### src/rtl/apu_decimation_filter_pkg.sv
// Shared types, widths and the 64-tap lowpass coefficient set of the APU filters.
// The same table feeds the 16x interpolator and the 16:1 decimator.
package apu_decimation_filter_pkg;

  localparam int unsigned W_SAMPLE     = 16;
  localparam int unsigned W_COEFF      = 9;
  localparam int unsigned W_ACC        = 32;
  localparam int unsigned SHIFT        = 12;
  localparam int unsigned TAPS         = 64;
  localparam int unsigned PHASES       = 16;
  localparam int unsigned BRANCHES     = TAPS / PHASES;
  localparam int unsigned W_PHASE      = $clog2(PHASES);
  localparam int unsigned W_BRANCH     = $clog2(BRANCHES);
  localparam int unsigned W_BLANK      = 2;
  localparam int unsigned BLANK_BLOCKS = 3;

  typedef logic signed [W_SAMPLE-1:0] sample_t;
  typedef logic signed [W_COEFF-1:0]  coeff_t;
  typedef logic signed [W_ACC-1:0]    acc_t;

  // Symmetric about h[31]; h[63] pads the set to 4 x 16. Sum 3560, sum|h| 3892.
  localparam coeff_t H [TAPS] = '{
    -9'sd1,  -9'sd2,  -9'sd3,  -9'sd4,  -9'sd5,  -9'sd6,  -9'sd7,  -9'sd8,
    -9'sd8,  -9'sd8,  -9'sd8,  -9'sd7,  -9'sd6,  -9'sd5,  -9'sd5,   9'sd9,
     9'sd12,  9'sd24,  9'sd38,  9'sd53,  9'sd70,  9'sd90,  9'sd107, 9'sd124,
     9'sd140, 9'sd155, 9'sd168, 9'sd180, 9'sd190, 9'sd198, 9'sd203, 9'sd204,
     9'sd203, 9'sd198, 9'sd190, 9'sd180, 9'sd168, 9'sd155, 9'sd140, 9'sd124,
     9'sd107, 9'sd90,  9'sd70,  9'sd53,  9'sd38,  9'sd24,  9'sd12,  9'sd9,
    -9'sd5,  -9'sd5,  -9'sd6,  -9'sd7,  -9'sd8,  -9'sd8,  -9'sd8,  -9'sd8,
    -9'sd7,  -9'sd6,  -9'sd5,  -9'sd4,  -9'sd3,  -9'sd2,  -9'sd1,   9'sd0
  };

endpackage

### src/rtl/apu_decimation_filter_if.sv
// Sample stream bus of the decimator: oversampled input side, 48 kHz output side.
interface apu_decimation_filter_if;
  import apu_decimation_filter_pkg::*;

  logic    in_valid;
  sample_t in_data;
  logic    out_valid;
  sample_t out_data;

  modport master (output in_valid, output in_data, input out_valid, input out_data);
  modport slave  (input in_valid, input in_data, output out_valid, output out_data);
endinterface

### src/rtl/apu_decimation_filter_mac.sv
// Polyphase tap lookup and four parallel signed products for the sample at phase p.
module apu_decim_mac
  import apu_decimation_filter_pkg::*;
(
  input  logic [W_PHASE-1:0] phase,
  input  sample_t            x,
  output coeff_t             coeff_c [BRANCHES],
  output acc_t               prod_c  [BRANCHES]
);

  // Branch b uses tap 16b + 15 - p, i.e. {b, ~p}.
  always_comb begin
    for (int b = 0; b < int'(BRANCHES); b++) begin
      coeff_c[b] = H[{W_BRANCH'(b), ~phase}];
      prod_c[b]  = W_ACC'(x) * W_ACC'(coeff_c[b]);
    end
  end

endmodule

### src/rtl/apu_decimation_filter.sv
// 16:1 decimating 64-tap FIR, four staggered accumulators, blanked for 3 blocks after restart.
// Define APU_DECIM_ROUND_EN for round-half-up output scaling; otherwise the shift floors.
module apu_decimation_filter
  import apu_decimation_filter_pkg::*;
(
  input logic                  clk,
  input logic                  rst,
  input logic                  clr,
  apu_decimation_filter_if.slave bus
);

`ifdef APU_DECIM_ROUND_EN
  localparam acc_t ROUND = acc_t'(2 ** (SHIFT - 1));
`else
  localparam acc_t ROUND = acc_t'(0);
`endif

  logic [W_PHASE-1:0] phase;
  logic [W_BLANK-1:0] blank;
  acc_t               acc [BRANCHES];
  coeff_t             coeff_unused_c [BRANCHES];
  acc_t               prod_c [BRANCHES];
  acc_t               total_c;
  logic               block_end_c;
  logic               unused_bits_c;

  apu_decim_mac u_mac (
    .phase   (phase),
    .x       (bus.in_data),
    .coeff_c (coeff_unused_c),
    .prod_c  (prod_c)
  );

  assign block_end_c = bus.in_valid && (phase == W_PHASE'(PHASES - 1));
  assign total_c     = acc[0] + prod_c[0] + ROUND;
  // Gain below 4096 keeps the scaled result inside 16 bits; the rest is discarded.
  assign unused_bits_c = ^{total_c[SHIFT-1:0], total_c[W_ACC-1:SHIFT+W_SAMPLE]};

  always_ff @(posedge clk) begin
    if (rst) begin
      phase         <= '0;
      blank         <= W_BLANK'(BLANK_BLOCKS);
      bus.out_valid <= 1'b0;
      bus.out_data  <= '0;
      for (int b = 0; b < int'(BRANCHES); b++) acc[b] <= '0;
    end else begin
      bus.out_valid <= 1'b0;
      if (clr) begin
        phase <= '0;
        blank <= W_BLANK'(BLANK_BLOCKS);
        for (int b = 0; b < int'(BRANCHES); b++) acc[b] <= '0;
      end else if (bus.in_valid) begin
        phase <= phase + 1'b1;
        if (block_end_c) begin
          // Each partial output moves one block closer to completion.
          for (int b = 0; b < int'(BRANCHES) - 1; b++) acc[b] <= acc[b+1] + prod_c[b+1];
          acc[BRANCHES-1] <= '0;
          if (blank != '0) begin
            blank <= blank - 1'b1;
          end else begin
            bus.out_valid <= 1'b1;
            bus.out_data  <= sample_t'(total_c[SHIFT +: W_SAMPLE]);
          end
        end else begin
          for (int b = 0; b < int'(BRANCHES); b++) acc[b] <= acc[b] + prod_c[b];
        end
      end
    end
  end

endmodule

### src/flat_wrapper.sv
// flat-port wrapper written by rule: the top's interface ports become plain ports
module apu_decimation_filter_flat import apu_decimation_filter_pkg::*;
  (clk, rst, clr, bus_in_valid, bus_in_data, bus_out_valid, bus_out_data);
  apu_decimation_filter_if bus_i ();
  input logic clk;
  input logic rst;
  input logic clr;
  input wire logic [$bits(bus_i.in_valid)-1:0] bus_in_valid;
  input wire logic [$bits(bus_i.in_data)-1:0] bus_in_data;
  output wire logic [$bits(bus_i.out_valid)-1:0] bus_out_valid;
  output wire logic [$bits(bus_i.out_data)-1:0] bus_out_data;
  assign bus_i.in_valid = bus_in_valid;
  assign bus_i.in_data = bus_in_data;
  assign bus_out_valid = bus_i.out_valid;
  assign bus_out_data = bus_i.out_data;
  apu_decimation_filter u_core (.clk(clk), .rst(rst), .clr(clr), .bus(bus_i));
endmodule
### config.mk
export PLATFORM = sky130hd
export DESIGN_NAME = apu_decimation_filter_flat
export DESIGN_NICKNAME = d
export VERILOG_FILES = /design/src/rtl/apu_decimation_filter_pkg.sv /design/src/rtl/apu_decimation_filter_if.sv /design/src/rtl/apu_decimation_filter_mac.sv /design/src/rtl/apu_decimation_filter.sv /design/src/flat_wrapper.sv
export SDC_FILE = /design/constraint.sdc
export NUM_CORES = 2
export LEC_CHECK = 0
export ABC_AREA = 1
export BUFFER_PORTS_ARGS = -buffer_cell sky130_fd_sc_hd__buf_2
export CAP_MARGIN = 10
export CORE_ASPECT_RATIO = 0.9
export CORE_MARGIN = 2
export CORE_UTILIZATION = 45
export CTS_CLUSTER_SIZE = 10
export DETAILED_ROUTE_END_ITERATION = 8
export PLACE_DENSITY = 0.57
export SLEW_MARGIN = 20
export SYNTH_ARGS = -nofsm -noshare
export SYNTH_HDL_FRONTEND = slang
export SYNTH_SLANG_ARGS = --single-unit
### constraint.sdc
create_clock -name clk -period 7.95 [get_ports clk]
set_input_delay 1.1925 -clock clk [delete_from_list [all_inputs] [get_ports clk]]
set_output_delay 1.1925 -clock clk [all_outputs]
set_load 0.03 [all_outputs]
# == Word-level counts from Yosys, hierarchy flattened ==
# Memories as Yosys holds them, arrays and structs flattened.
# Index checks and enable logic that the tools add are counted.
# op_classes
addsub,6
mul,4
n_lt_le_gt_ge,4
n_eq_ne,1
muxes,36
bitwise,21
n_reduce_logical,6
# ops
op,count
$mux W32,12
$add A32 B25 Y32,4
$mul A16 B9 Y25,4
$mux W9,8
$ge A7 B7 Y1 const B,4
$mux W1,16
$not A6 Y7,2
$or A1 B1 Y1,12
$not A4 Y7,1
$not A5 Y7,1
$add A4 B1 Y4 const B,1
$eq A4 B4 Y1 const B,1
$not A1 Y1,4
$not A4 Y4,1
$reduce_and A4 Y1,1
$reduce_or A4 Y1,1
$reduce_and A3 Y1,1
$reduce_bool A2 Y1,1
$reduce_or A2 Y1,1
$sub A2 B1 Y2 const B,1
$logic_and A1 B1 Y1,1
# totals
regBits,23
ramBits,128
romBits,2304
in_bits,20
elab_cells,87
n_memories,5
# memory_table
name,depth,word_bits,rd,rd_clocked_by_memory_dff,write_ports,line_no,rtl
(no name shown),64,9,1,0,0,apu_decimation_filter_mac.sv:14,"coeff_c[b] = H[{W_BRANCH'(b), ~phase}];"
(no name shown),64,9,1,0,0,apu_decimation_filter_mac.sv:14,
(no name shown),64,9,1,0,0,apu_decimation_filter_mac.sv:14,
(no name shown),64,9,1,0,0,apu_decimation_filter_mac.sv:14,
u_core.acc,4,32,4,0,4,apu_decimation_filter.sv:20,acc_t acc [BRANCHES];

# == Depth between registers and ports, before layout ==
# depth
word_depth,9
depth_mapped,37
depth_no_buf,36

# == Modules after synthesis ==
# Synthesis repeated with hierarchy kept, for this count alone.
# hier_totals
cells_unflattened,4899
hier_area_um2,33243.1
# by_module_without_submodules
mod,instances,cells_each,area_each_um2,seq_area_each_um2
apu_decim_mac,1,2837,20116.8,0.0
apu_decimation_filter,1,2062,13126.3,3823.7

# == Worst setup path after synthesis ==
# Ideal clock, no wire load.
# synth_timing
path_kind,input to register
from,input port bus_in_data[6]
to,memory u_core.acc[1][10] (netlist bit) (data pin)
arrival_time_ns,5.690
required_time_ns,7.697
path_slack_ns,2.007
path_stages,21
path_buffers,2
path_cell_list,clkbuf_1 clkbuf_1 nand2_1 fa_1 inv_1 fa_1 inv_1 fa_1 inv_1 fa_1 inv_1 fa_1 inv_1 ha_1 nand2_1 nand2_1 a21oi_1 nand3_1 or2_2 nand3_1 nand2_1
# synth_rtl
element,line_no,rtl
"start, declared",flat_wrapper.sv:9,input wire logic [$bits(bus_i.in_data)-1:0] bus_in_data;
"end, declared",apu_decimation_filter.sv:20,

==> reports/results.md <==
| Item | Reported |
|---|---|
| Post-Syn Instances | 4,002 |
| Number of nets in the finished design | 4,846 |
| Sum of routed wire length over all layers | 96.3 mm |
| Pwr/cell area | 303 nW/um2 |
| Total routing resource utilization after global routing | 29.1% |
| Maximum net fanout on the critical path | 23 |
| Clock skew after layout | 0.0124 ns |
| Resized cells post-CTS | 0 |
| Predominant post-synthesis flop cell | sky130_fd_sc_hd__edfxtp_1 |
| Count of vias placed by the detailed router | 24,961 |
| H-tree levels | 4 |
| Clock network power share | 9.3% |
| TNS Setup | 0 ns |
| Area of the multi-input gates | 22,000 um2 |
| Clock latency reported for the late side of the worst-skew pair | 0.50 ns |
| Starting Density | 45.4% |
| Ratio of cells with drive above 1 in the final layout | 4.18% |
| Growth of design area from synthesis to finish | 6.37% |
| Sequential share of power | 10.3% |
| Pwr Total | 9.77 mW |
| Worst slack after detailed placement | 0.549 ns |
| Post-CTS setup buffer count | 0 |
| Post-synthesis average cell area | 7.58 um2 |
| Worst-case clock buffer depth | 2 |
| TritonCTS Buffers | 17 |
| Crit path kind | flip-flop to flip-flop |
| Netlist area before placement | 30,300 um2 |
| Antenna Diode Count | 0 |
| GRT Residual Overflow | 0 |
| Total number of yosys warnings | 0 |
| Post-DRT Antenna Nets | 0 |
| Post-Synthesis Net Count | 4,820 |
| Core area | 66,900 um2 |
| Net Switching | 5.73 mW |
| Number of hold violations in the final report | 0 |
| 1st-pass router iterations | 6 |
| CP Data Arrival Time | 7.60 ns |
| Average wire length per cell after detail routing | 19.6 um |
| Internal Pwr Total | 4.04 mW |
| Num ports | 37 |
| Flip-flop and latch count after synthesis | 135 |
| Total setup violations reported at the end of the flow | 0 |
| Measured slew at the worst slew-check pin | 0.968 ns |
| Crit path time final | 7.35 ns |
| Via-to-Cell Ratio | 5.08 |
| Leading cell type in the layout, fill and taps excluded | sky130_fd_sc_hd__inv_1 |
| Maximum achievable frequency | 136 MHz |
| Number of antenna violations at the first check in global routing | 3 |
| Pin count of the biggest net entering global routing | 63 |
| Part of the cycle the worst path needs | 92.5% |
| TritonCTS clock tree | yes |
| HPWL after detailed placement | 81.8 mm |
| Hold Crit Class | flip-flop to flip-flop |
| First-pass GRT wire length | 151 mm |
| Setup repair after global routing missed its margin | no |
| Fraction of power spent switching nets | 58.6% |
| Die height | 250 um |
| Post-synth EDFFs | 112 |
| Worst slack on hold paths | 0.475 ns |
| Worst endpoint required time | 8.20 ns |
| Post-synth ARST share | 0% |
| Clock tree root driver cell | sky130_fd_sc_hd__clkbuf_16 |
| Static leakage power | 18.4 nW |
| CP Capture Type | flip-flop |
| Register area | 3820 um2 |
| Horizontal extent of the die | 278 um |
| Clock net sink count | 135 |
| Share of total power in combinational logic | 80.4% |
| Count of buffers from port buffering | 36 |
| Commonest non-fill, non-tap cells in the layout | sky130_fd_sc_hd__inv_1 (1,082), sky130_fd_sc_hd__nand2_1 (910), sky130_fd_sc_hd__fa_1 (498) |
| Peak supply drop | 0.000184 V |
| Reported max-cap violation count | 0 |
| Setup WS post-layout | 0.598 ns |
| Number of standard-cell rows in the floorplan | 90 |
| Sequential area share after synthesis | 12.6% |
| Number of library cell types mapped by synthesis | 43 |
| Result of the run | completed |
| RePlAce Congestion | 1.03 |
| Final number of max-transition violations | 0 |
| Number of inserted filler cells in the final layout | 6,875 |
| Worst slew margin relative to its limit | 35.4% |
| Clock-pin slew reported for the worst setup and hold paths after clock tree synthesis | 0.07 ns |
| Area of the die | 69,500 um2 |
| Number of buffers inserted for hold repair after clock tree synthesis | 0 |
| Number of remaining DRC errors | 0 |
| Via count of the first global-routing pass | 24,815 |
| Startpoint kind of the worst setup timing path | flip-flop |
| Detailed router's first-iteration violation count | 2,805 |
==> worst paths after layout <==
path                   start           endpoint  slack, ns  cells after the start
max          u_core.phase[2]  u_core.acc[0][21]       0.60                     23
min reg2reg  u_core.blank[0]    u_core.blank[0]       0.48                      1
min          u_core.blank[0]    u_core.blank[0]       0.48                      1
max reg2reg  u_core.phase[2]  u_core.acc[0][21]       0.60                     23
==> sequential cells by signal (all words and copies together) (netlist names) <==
register,flops
u_core.acc,112
u_core.bus.out_data,16
u_core.phase,4
u_core.blank,2
u_core.bus.out_valid,1
==> power by group through the flow <==
stage / clock [mW] / combinational (mW) / sequential [mW]
2_1_floorplan: 0 / 5.48 / 0.983
5_1_grt: 0.941 / 8.90 / 1.02
3_3_place_gp: 0 / 7.70 / 1.02
3_5_place_dp: 0 / 7.67 / 1.02
6_report: 0.911 / 7.85 / 1.01
4_1_cts: 0.920 / 7.72 / 1.01
==> metal layers <==
| metal | track usage (%) | up-vias | share of wire, % |
|---|---|---|---|
| met5 | 0 | - | 0.022 |
| met4 | 7.21 | 4 | 2.2 |
| met3 | 6.13 | 83 | 8.8 |
| met2 | 41.5 | 936 | 41 |
| met1 | 44.7 | 12017 | 48 |
| li1 | - | 11921 | - |
==> cells by family after synthesis <==
family / count (synthesis) / share of synthesized area [%]
fa+ha+maj: 798 / 45.2
buf+inv: 1188 / 15.0
xor+xnor: 43 / 1.24
simple gates: 1580 / 21.2
flops: 135 / 12.6
compound gates: 258 / 4.70
==> cell type report <==
cell class              count  area share (%)
clock buffers              25            1.80
clock inverters             7           0.143
inverters                1102            12.8
multi-input cells        2679            68.1
flip-flops and latches    135            11.8
well taps                 874            3.39
repair buffers             93            1.92
==> synth_stat cells, drive strengths merged, types with 23 or more instances <==
library cell  instances  area, um2
inv                1097       4120
nand2               917       3450
fa                  498       9970
nor2                392       1510
ha                  300       3750
nand3               174        871
a21oi               115        579
edfxtp              112       3360
o21ai                91        455
buf                  49        280
nand4                41        257
clkbuf               37        139
xor2                 26        228
o21bai               24        180
dfxtp                23        460
==> per-stage QoR <==
stage | area, um2 | util [%] | cells
3_5_place_dp | 31700 | 47.3 | 4883
2_1_floorplan | 30300 | - | 4002
5_1_grt | 32300 | 48.3 | 4915
6_report | 32300 | 48.3 | 4915
3_3_place_gp | 31700 | 47.3 | 4883
4_1_cts | 32300 | 48.3 | 4915
==> worst max-delay path, cell delays in order (launching register included) <==
cell and delay (ns):
sky130_fd_sc_hd__dfxtp_1 0.82, sky130_fd_sc_hd__inv_2 0.22, sky130_fd_sc_hd__a21oi_1 0.21, sky130_fd_sc_hd__inv_1 0.08, sky130_fd_sc_hd__o21ai_1 0.45, sky130_fd_sc_hd__inv_1 0.46
sky130_fd_sc_hd__nor2_1 0.25, sky130_fd_sc_hd__fa_1 0.47, sky130_fd_sc_hd__fa_1 0.56, sky130_fd_sc_hd__fa_1 0.42, sky130_fd_sc_hd__fa_1 0.51, sky130_fd_sc_hd__inv_1 0.05
sky130_fd_sc_hd__fa_1 0.47, sky130_fd_sc_hd__inv_1 0.04, sky130_fd_sc_hd__ha_1 0.39, sky130_fd_sc_hd__nand2_1 0.14, sky130_fd_sc_hd__nor2_1 0.27, sky130_fd_sc_hd__inv_1 0.16
sky130_fd_sc_hd__nor3_1 0.44, sky130_fd_sc_hd__nand3_1 0.21, sky130_fd_sc_hd__nand3_1 0.13, sky130_fd_sc_hd__nand2_1 0.07, sky130_fd_sc_hd__nand3_1 0.17, sky130_fd_sc_hd__nand2_1 0.08
No activity file was read; power rests on OpenSTA's default activity.
